<file path="config.mk">
export PLATFORM = sky130hd
export DESIGN_NAME = ups_dac_spi_tx
export DESIGN_NICKNAME = d
export VERILOG_FILES = /design/src/rtl/ups_dac_spi_tx.sv
export SDC_FILE = /design/constraint.sdc
export NUM_CORES = 1
export LEC_CHECK = 0
export BUFFER_PORTS_ARGS = -buffer_cell sky130_fd_sc_hd__buf_2
export CAP_MARGIN = 30
export CORE_MARGIN = 2
export CORE_UTILIZATION = 32
export DETAILED_ROUTE_END_ITERATION = 10
export HOLD_SLACK_MARGIN = 0.03
export PLACE_DENSITY = 0.55
export SLEW_MARGIN = 25
export SYNTH_ARGS = -nofsm -noshare
export SYNTH_HDL_FRONTEND = slang
export SYNTH_SLANG_ARGS = --single-unit
</file>
<file path="constraint.sdc">
create_clock -name clk -period 3 [get_ports clk]
set_input_delay 0.3 -clock clk [delete_from_list [all_inputs] [get_ports clk]]
set_output_delay 0.3 -clock clk [all_outputs]
set_load 0.02 [all_outputs]
</file>
<file path="src/rtl/ups_dac_spi_tx.sv">
// Dual-channel SPI transmitter for an MCP4922-style 12-bit DAC.
// Buffers one word per channel, shifts 16-bit frames MSB first and pulses LDAC once per burst.
module ups_dac_spi_tx #(
    parameter int unsigned CLK_DIV = 2,
    parameter logic        BUF_EN  = 1'b0,
    parameter logic        GAIN_1X = 1'b1
) (
    input  logic        clk,
    input  logic        rst_n,
    input  logic [11:0] dac0,
    input  logic        dac0_dv,
    input  logic [11:0] dac1,
    input  logic        dac1_dv,
    output logic        busy,
    output logic        dac0_ovf,
    output logic        dac1_ovf,
    output logic        dac_cs_n,
    output logic        dac_sclk,
    output logic        dac_sdi,
    output logic        dac_ldac_n
);

    typedef enum logic [2:0] {
        S_IDLE  = 3'd0,
        S_SETUP = 3'd1,
        S_SHIFT = 3'd2,
        S_HOLD  = 3'd3,
        S_LDAC  = 3'd4
    } state_t;

    localparam logic [7:0] DIV_M1 = 8'(CLK_DIV - 1);

    state_t      state_q, state_d;
    logic [7:0]  cnt_q, cnt_d;
    logic [3:0]  bit_q, bit_d;
    logic [15:0] shreg_q, shreg_d;
    logic        chan_q, chan_d;
    logic        chained_q, chained_d;
    logic        pend0_q, pend0_d, pend1_q, pend1_d;
    logic [11:0] hold0_q, hold0_d, hold1_q, hold1_d;
    logic        ovf0_q, ovf0_d, ovf1_q, ovf1_d;
    logic        cs_n_q, cs_n_d, sclk_q, sclk_d, sdi_q, sdi_d;
    logic        ldac_n_q, ldac_n_d, busy_q, busy_d;
    logic        take0, take1;

    function automatic logic [15:0] make_frame(input logic ch, input logic [11:0] data);
        return {ch, BUF_EN, GAIN_1X, 1'b1, data};
    endfunction

    always_comb begin
        state_d   = state_q;
        cnt_d     = cnt_q;
        bit_d     = bit_q;
        shreg_d   = shreg_q;
        chan_d    = chan_q;
        chained_d = chained_q;
        cs_n_d    = 1'b1;
        sclk_d    = 1'b0;
        sdi_d     = 1'b0;
        ldac_n_d  = 1'b1;
        take0     = 1'b0;
        take1     = 1'b0;
        case (state_q)
            S_IDLE: begin
                chained_d = 1'b0;
                if (pend0_q || pend1_q) begin
                    take0   = pend0_q;
                    take1   = !pend0_q;
                    chan_d  = !pend0_q;
                    shreg_d = pend0_q ? make_frame(1'b0, hold0_q) : make_frame(1'b1, hold1_q);
                    state_d = S_SETUP;
                    cnt_d   = DIV_M1;
                    cs_n_d  = 1'b0;
                    sdi_d   = shreg_d[15];
                end
            end
            S_SETUP: begin
                cs_n_d = 1'b0;
                sdi_d  = shreg_q[15];
                if (cnt_q == 8'd0) begin
                    state_d = S_SHIFT;
                    cnt_d   = DIV_M1;
                    bit_d   = 4'd0;
                    sclk_d  = 1'b1;
                end else begin
                    cnt_d = cnt_q - 8'd1;
                end
            end
            S_SHIFT: begin
                cs_n_d = 1'b0;
                sclk_d = sclk_q;
                sdi_d  = shreg_q[15];
                if (cnt_q != 8'd0) begin
                    cnt_d = cnt_q - 8'd1;
                end else if (sclk_q) begin
                    // Falling SCLK edge: present the next bit so it is stable for the next rise.
                    sclk_d  = 1'b0;
                    cnt_d   = DIV_M1;
                    shreg_d = {shreg_q[14:0], 1'b0};
                    sdi_d   = shreg_q[14];
                end else if (bit_q == 4'd15) begin
                    state_d = S_HOLD;
                    cnt_d   = DIV_M1;
                    cs_n_d  = 1'b1;
                    sdi_d   = 1'b0;
                    sclk_d  = 1'b0;
                end else begin
                    sclk_d = 1'b1;
                    cnt_d  = DIV_M1;
                    bit_d  = bit_q + 4'd1;
                end
            end
            S_HOLD: begin
                if (cnt_q != 8'd0) begin
                    cnt_d = cnt_q - 8'd1;
                end else if (!chained_q && (chan_q ? pend0_q : pend1_q)) begin
                    // Only one chained frame per burst, so a re-pended first channel waits for IDLE.
                    take0     = chan_q;
                    take1     = !chan_q;
                    chan_d    = !chan_q;
                    chained_d = 1'b1;
                    shreg_d   = chan_q ? make_frame(1'b0, hold0_q) : make_frame(1'b1, hold1_q);
                    state_d   = S_SETUP;
                    cnt_d     = DIV_M1;
                    cs_n_d    = 1'b0;
                    sdi_d     = shreg_d[15];
                end else begin
                    state_d  = S_LDAC;
                    cnt_d    = DIV_M1;
                    ldac_n_d = 1'b0;
                end
            end
            S_LDAC: begin
                if (cnt_q == 8'd0) begin
                    state_d = S_IDLE;
                end else begin
                    cnt_d    = cnt_q - 8'd1;
                    ldac_n_d = 1'b0;
                end
            end
            default: begin
                state_d   = S_IDLE;
                chained_d = 1'b0;
            end
        endcase
        busy_d = (state_d != S_IDLE);
    end

    // A strobe always wins the hold register; overwrite is only flagged if the old word was never taken.
    always_comb begin
        pend0_d = pend0_q;
        hold0_d = hold0_q;
        ovf0_d  = 1'b0;
        pend1_d = pend1_q;
        hold1_d = hold1_q;
        ovf1_d  = 1'b0;
        if (take0) begin
            pend0_d = 1'b0;
        end
        if (take1) begin
            pend1_d = 1'b0;
        end
        if (dac0_dv) begin
            pend0_d = 1'b1;
            hold0_d = dac0;
            ovf0_d  = pend0_q && !take0;
        end
        if (dac1_dv) begin
            pend1_d = 1'b1;
            hold1_d = dac1;
            ovf1_d  = pend1_q && !take1;
        end
    end

    always_ff @(posedge clk or negedge rst_n) begin
        if (!rst_n) begin
            state_q   <= S_IDLE;
            cnt_q     <= 8'd0;
            bit_q     <= 4'd0;
            shreg_q   <= 16'd0;
            chan_q    <= 1'b0;
            chained_q <= 1'b0;
            pend0_q   <= 1'b0;
            pend1_q   <= 1'b0;
            hold0_q   <= 12'd0;
            hold1_q   <= 12'd0;
            ovf0_q    <= 1'b0;
            ovf1_q    <= 1'b0;
            cs_n_q    <= 1'b1;
            sclk_q    <= 1'b0;
            sdi_q     <= 1'b0;
            ldac_n_q  <= 1'b1;
            busy_q    <= 1'b0;
        end else begin
            state_q   <= state_d;
            cnt_q     <= cnt_d;
            bit_q     <= bit_d;
            shreg_q   <= shreg_d;
            chan_q    <= chan_d;
            chained_q <= chained_d;
            pend0_q   <= pend0_d;
            pend1_q   <= pend1_d;
            hold0_q   <= hold0_d;
            hold1_q   <= hold1_d;
            ovf0_q    <= ovf0_d;
            ovf1_q    <= ovf1_d;
            cs_n_q    <= cs_n_d;
            sclk_q    <= sclk_d;
            sdi_q     <= sdi_d;
            ldac_n_q  <= ldac_n_d;
            busy_q    <= busy_d;
        end
    end

    assign busy       = busy_q;
    assign dac0_ovf   = ovf0_q;
    assign dac1_ovf   = ovf1_q;
    assign dac_cs_n   = cs_n_q;
    assign dac_sclk   = sclk_q;
    assign dac_sdi    = sdi_q;
    assign dac_ldac_n = ldac_n_q;

endmodule

</file>
==> out/results.txt <==
Post-synth top area cell -> dfrtp_1
Congestion Overflow GR -> 0
First-pass DRT Iterations -> 5
Worst Reg-to-Reg Cells -> 8
Post-synth ARST share -> 1.000
CTS tree -> done
RePlAce Congestion -> 0.8676
Worst Path Arrival -> 3.01 ns
DRT Wirelength -> 6521 microns
Post-DP HPWL -> 4672 microns
Initial DRC count -> 162
Clk Latency, worst-skew pair -> 0.34 ns
Antenna cells -> 0
CP endpoint kind -> flop
Vias in the first global route -> 2,394
Vias after detailed routing -> 2,310
Synthesized cell area -> 3191 sq um
Share of cells above drive strength 1 -> 0.3145
Clock transition at path regs -> 0.08 ns
Worst Tran Pin Value -> 0.7314 ns
Fin Clk Skew -> 0.01336 ns
RSZ-0062 raised after global routing -> false
Setup Viol. Count Final -> 0
DRC viols -> 0
# clock sinks -> 66
P_leak -> 1.669 nW
Die width -> 103.9 microns
Core Area -> 9729 sq um
Largest net degree at the start of global routing -> 36
Avg WL per Cell -> 13.87 microns
Vias per cell -> 4.915
Leading cell type in the layout, fill and taps excluded -> dfrtp_1
Seq/Total Area, Yosys -> 0.5184
FILL cells -> 967
Antenna violations before repair -> 0
Slowest cell delay on critical path -> 0.51 ns
Final hold violations -> 0
Worst r2r src -> cnt_q[1]
CP max FO -> 6
Yosys warns -> 0
Syn_nets -> 316
Die Ht -> 103.9 microns
Top cells by area, synth -> dfrtp_1, mux2_2, mux2i_1
H-tree depth -> 3
Post-synth EDFFs -> 0
CTS Hold Bufs -> 0
Reg area -> 1654 sq um
Pwr/cell area -> 477.3 nW/um^2
Max Cap Viol -> 0
Final hold slack -> 0.01115 ns
Total die area -> 10,780 sq um
Critical-path cell list -> inv_1 > ha_1 > or4b_4 > or4_4 > a2111oi_4 > buf_4 > nand2_2 > mux2_1
Slowest CP cell -> or4_4
GR Util All Layers -> 0.1312
Yosys reg bits -> 66
Tot Pwr -> 1.820 mW
Status -> finished, final reports clean
Data required time at the worst endpoint -> 3.23 ns
Slew Limit Fails -> 0
Worst r2r dst -> cnt_q[1]
Final #Nets -> 363
CP Launch Type -> flop
Multi-input logic area -> 1405 sq um
Count of different cell masters after synthesis -> 52
Root Buffer -> clkbuf_8
Most frequent cells in the layout -> dfrtp_1, buf_2, mux2_2, inv_1, nand2_1
HP Class -> in2async
Most used DFF post-synth -> dfrtp_1
Final min period -> 2.786 ns
Starting Density -> 0.3279
Worst slew margin -> 0.5124
Cells after Synth -> 285
Average size of a mapped cell -> 11.19 sq um
Max Freq -> 358.9 MHz
Detail Route Antenna Nets -> 0
Row cnt -> 36
# IOs -> 35
First-pass GRT wire length -> 11,520 microns
Yosys top cell area share -> 0.5020
Post-route clock period utilization -> 0.9287
Fin Setup TNS -> 0 ns
Worst vdd ir -> 0.0002734 V
Setup CP Type -> reg2reg
Port buffer count -> 34
Maximum clock path buffer count -> 2
Area grow syn2layout -> 19.53%
R2R Setup Slk -> 0.21 ns
CTS buffer count -> 9
-- state kept, by name (all words and copies together) (netlist names) --
name        count
dac1_ovf        1
pend0_q         1
hold1_q        12
dac_cs_n        1
dac0_ovf        1
dac_sclk        1
shreg_q        16
cnt_q           8
pend1_q         1
dac_sdi         1
chan_q          1
bit_q           4
state_q         3
chained_q       1
dac_ldac_n      1
hold0_q        12
busy            1
-- through the flow --
step	worst slack [ns]	instance area [sq um]	utilization	cells
2_1_floorplan	0.3200	3191	-	285
3_3_place_gp	0.1987	3592	0.3692	452
3_5_place_dp	0.1616	3592	0.3692	452
4_1_cts	0.1398	3799	0.3904	468
5_1_grt	0.08908	3814	0.3920	470
6_report	0.2138	3814	0.3920	470
-- synth_stat cells (all sizes together) (2+ instances only) --
| cell type | count |
|---|---|
| o21ai | 9 |
| dfrtp | 64 |
| inv | 23 |
| a21oi | 6 |
| a22o | 3 |
| or3b | 2 |
| dfstp | 2 |
| mux2 | 27 |
| a31oi | 4 |
| o2bb2ai | 2 |
| a21boi | 2 |
| nor3 | 4 |
| buf | 2 |
| nand2b | 6 |
| or2 | 2 |
| nand2 | 23 |
| a31o | 3 |
| mux2i | 21 |
| nand3 | 5 |
| nor2b | 5 |
| a32o | 2 |
| clkbuf | 11 |
| a21o | 2 |
| a222oi | 11 |
| and2 | 2 |
| a2111oi | 4 |
| nor2 | 20 |
| ha | 3 |
-- layout make-up --
cell class | count | area share
Tap cell | 133 | 0.04364
Clock buffer | 9 | 0.03248
Timing Repair Buffer | 49 | 0.07743
Sequential cell | 66 | 0.4337
Inverter | 23 | 0.02264
Multi-Input combinational cell | 183 | 0.3684
Clock inverter | 7 | 0.02165
-- metal layers --
metal  vias up  share of wire  GRT usage
li1       1124              -          -
met1      1136           0.47     0.1697
met2        44           0.46     0.2110
met3         6          0.049    0.03759
met4         0          0.012    0.04537
met5         -              0          0
-- worst max path at each step --
stage / start / to
final: cnt_q[1] / cnt_q[1]
after global routing: cnt_q[1] / cnt_q[1]
after CTS: cnt_q[1] / cnt_q[7]
after detailed placement: cnt_q[1] / cnt_q[7]
after global placement: cnt_q[1] / cnt_q[7]
after floorplan: cnt_q[0] / cnt_q[7]
-- cell families after synthesis --
group                    synth area share
AND/OR/NAND/NOR                    0.1235
flip-flops                         0.5184
AO/OA/AOI/OAI                      0.1396
multiplexers                       0.1612
buffers and inverters             0.04274
adder cells (fa/ha/maj)           0.01177
XOR/XNOR                         0.002746
-- timing repair --
item                                    4_1_cts  5_1_grt
endpoints found under the setup margin        0        1
endpoints found under the hold margin         0        0
buffers inserted                              0        2
resized for setup                             0        0
-- where the power goes --
group | switching (mW) | internal (mW) | total [mW]
sequential | 0.0219 | 0.928 | 0.950
combinational | 0.0430 | 0.0494 | 0.0924
clock | 0.380 | 0.398 | 0.778
-- critical path, delay by kind of cell (launching register included) --
kind | cells | cell delay [ns]
muxes | 1 | 0.31
AOI/OAI and AO/OA | 1 | 0.39
adders and majority gates | 1 | 0.17
buffers and inverters | 2 | 0.33
DFF | 1 | 0.41
and+or+nand+nor | 3 | 1.07
Power figures use the tool's default switching activity.
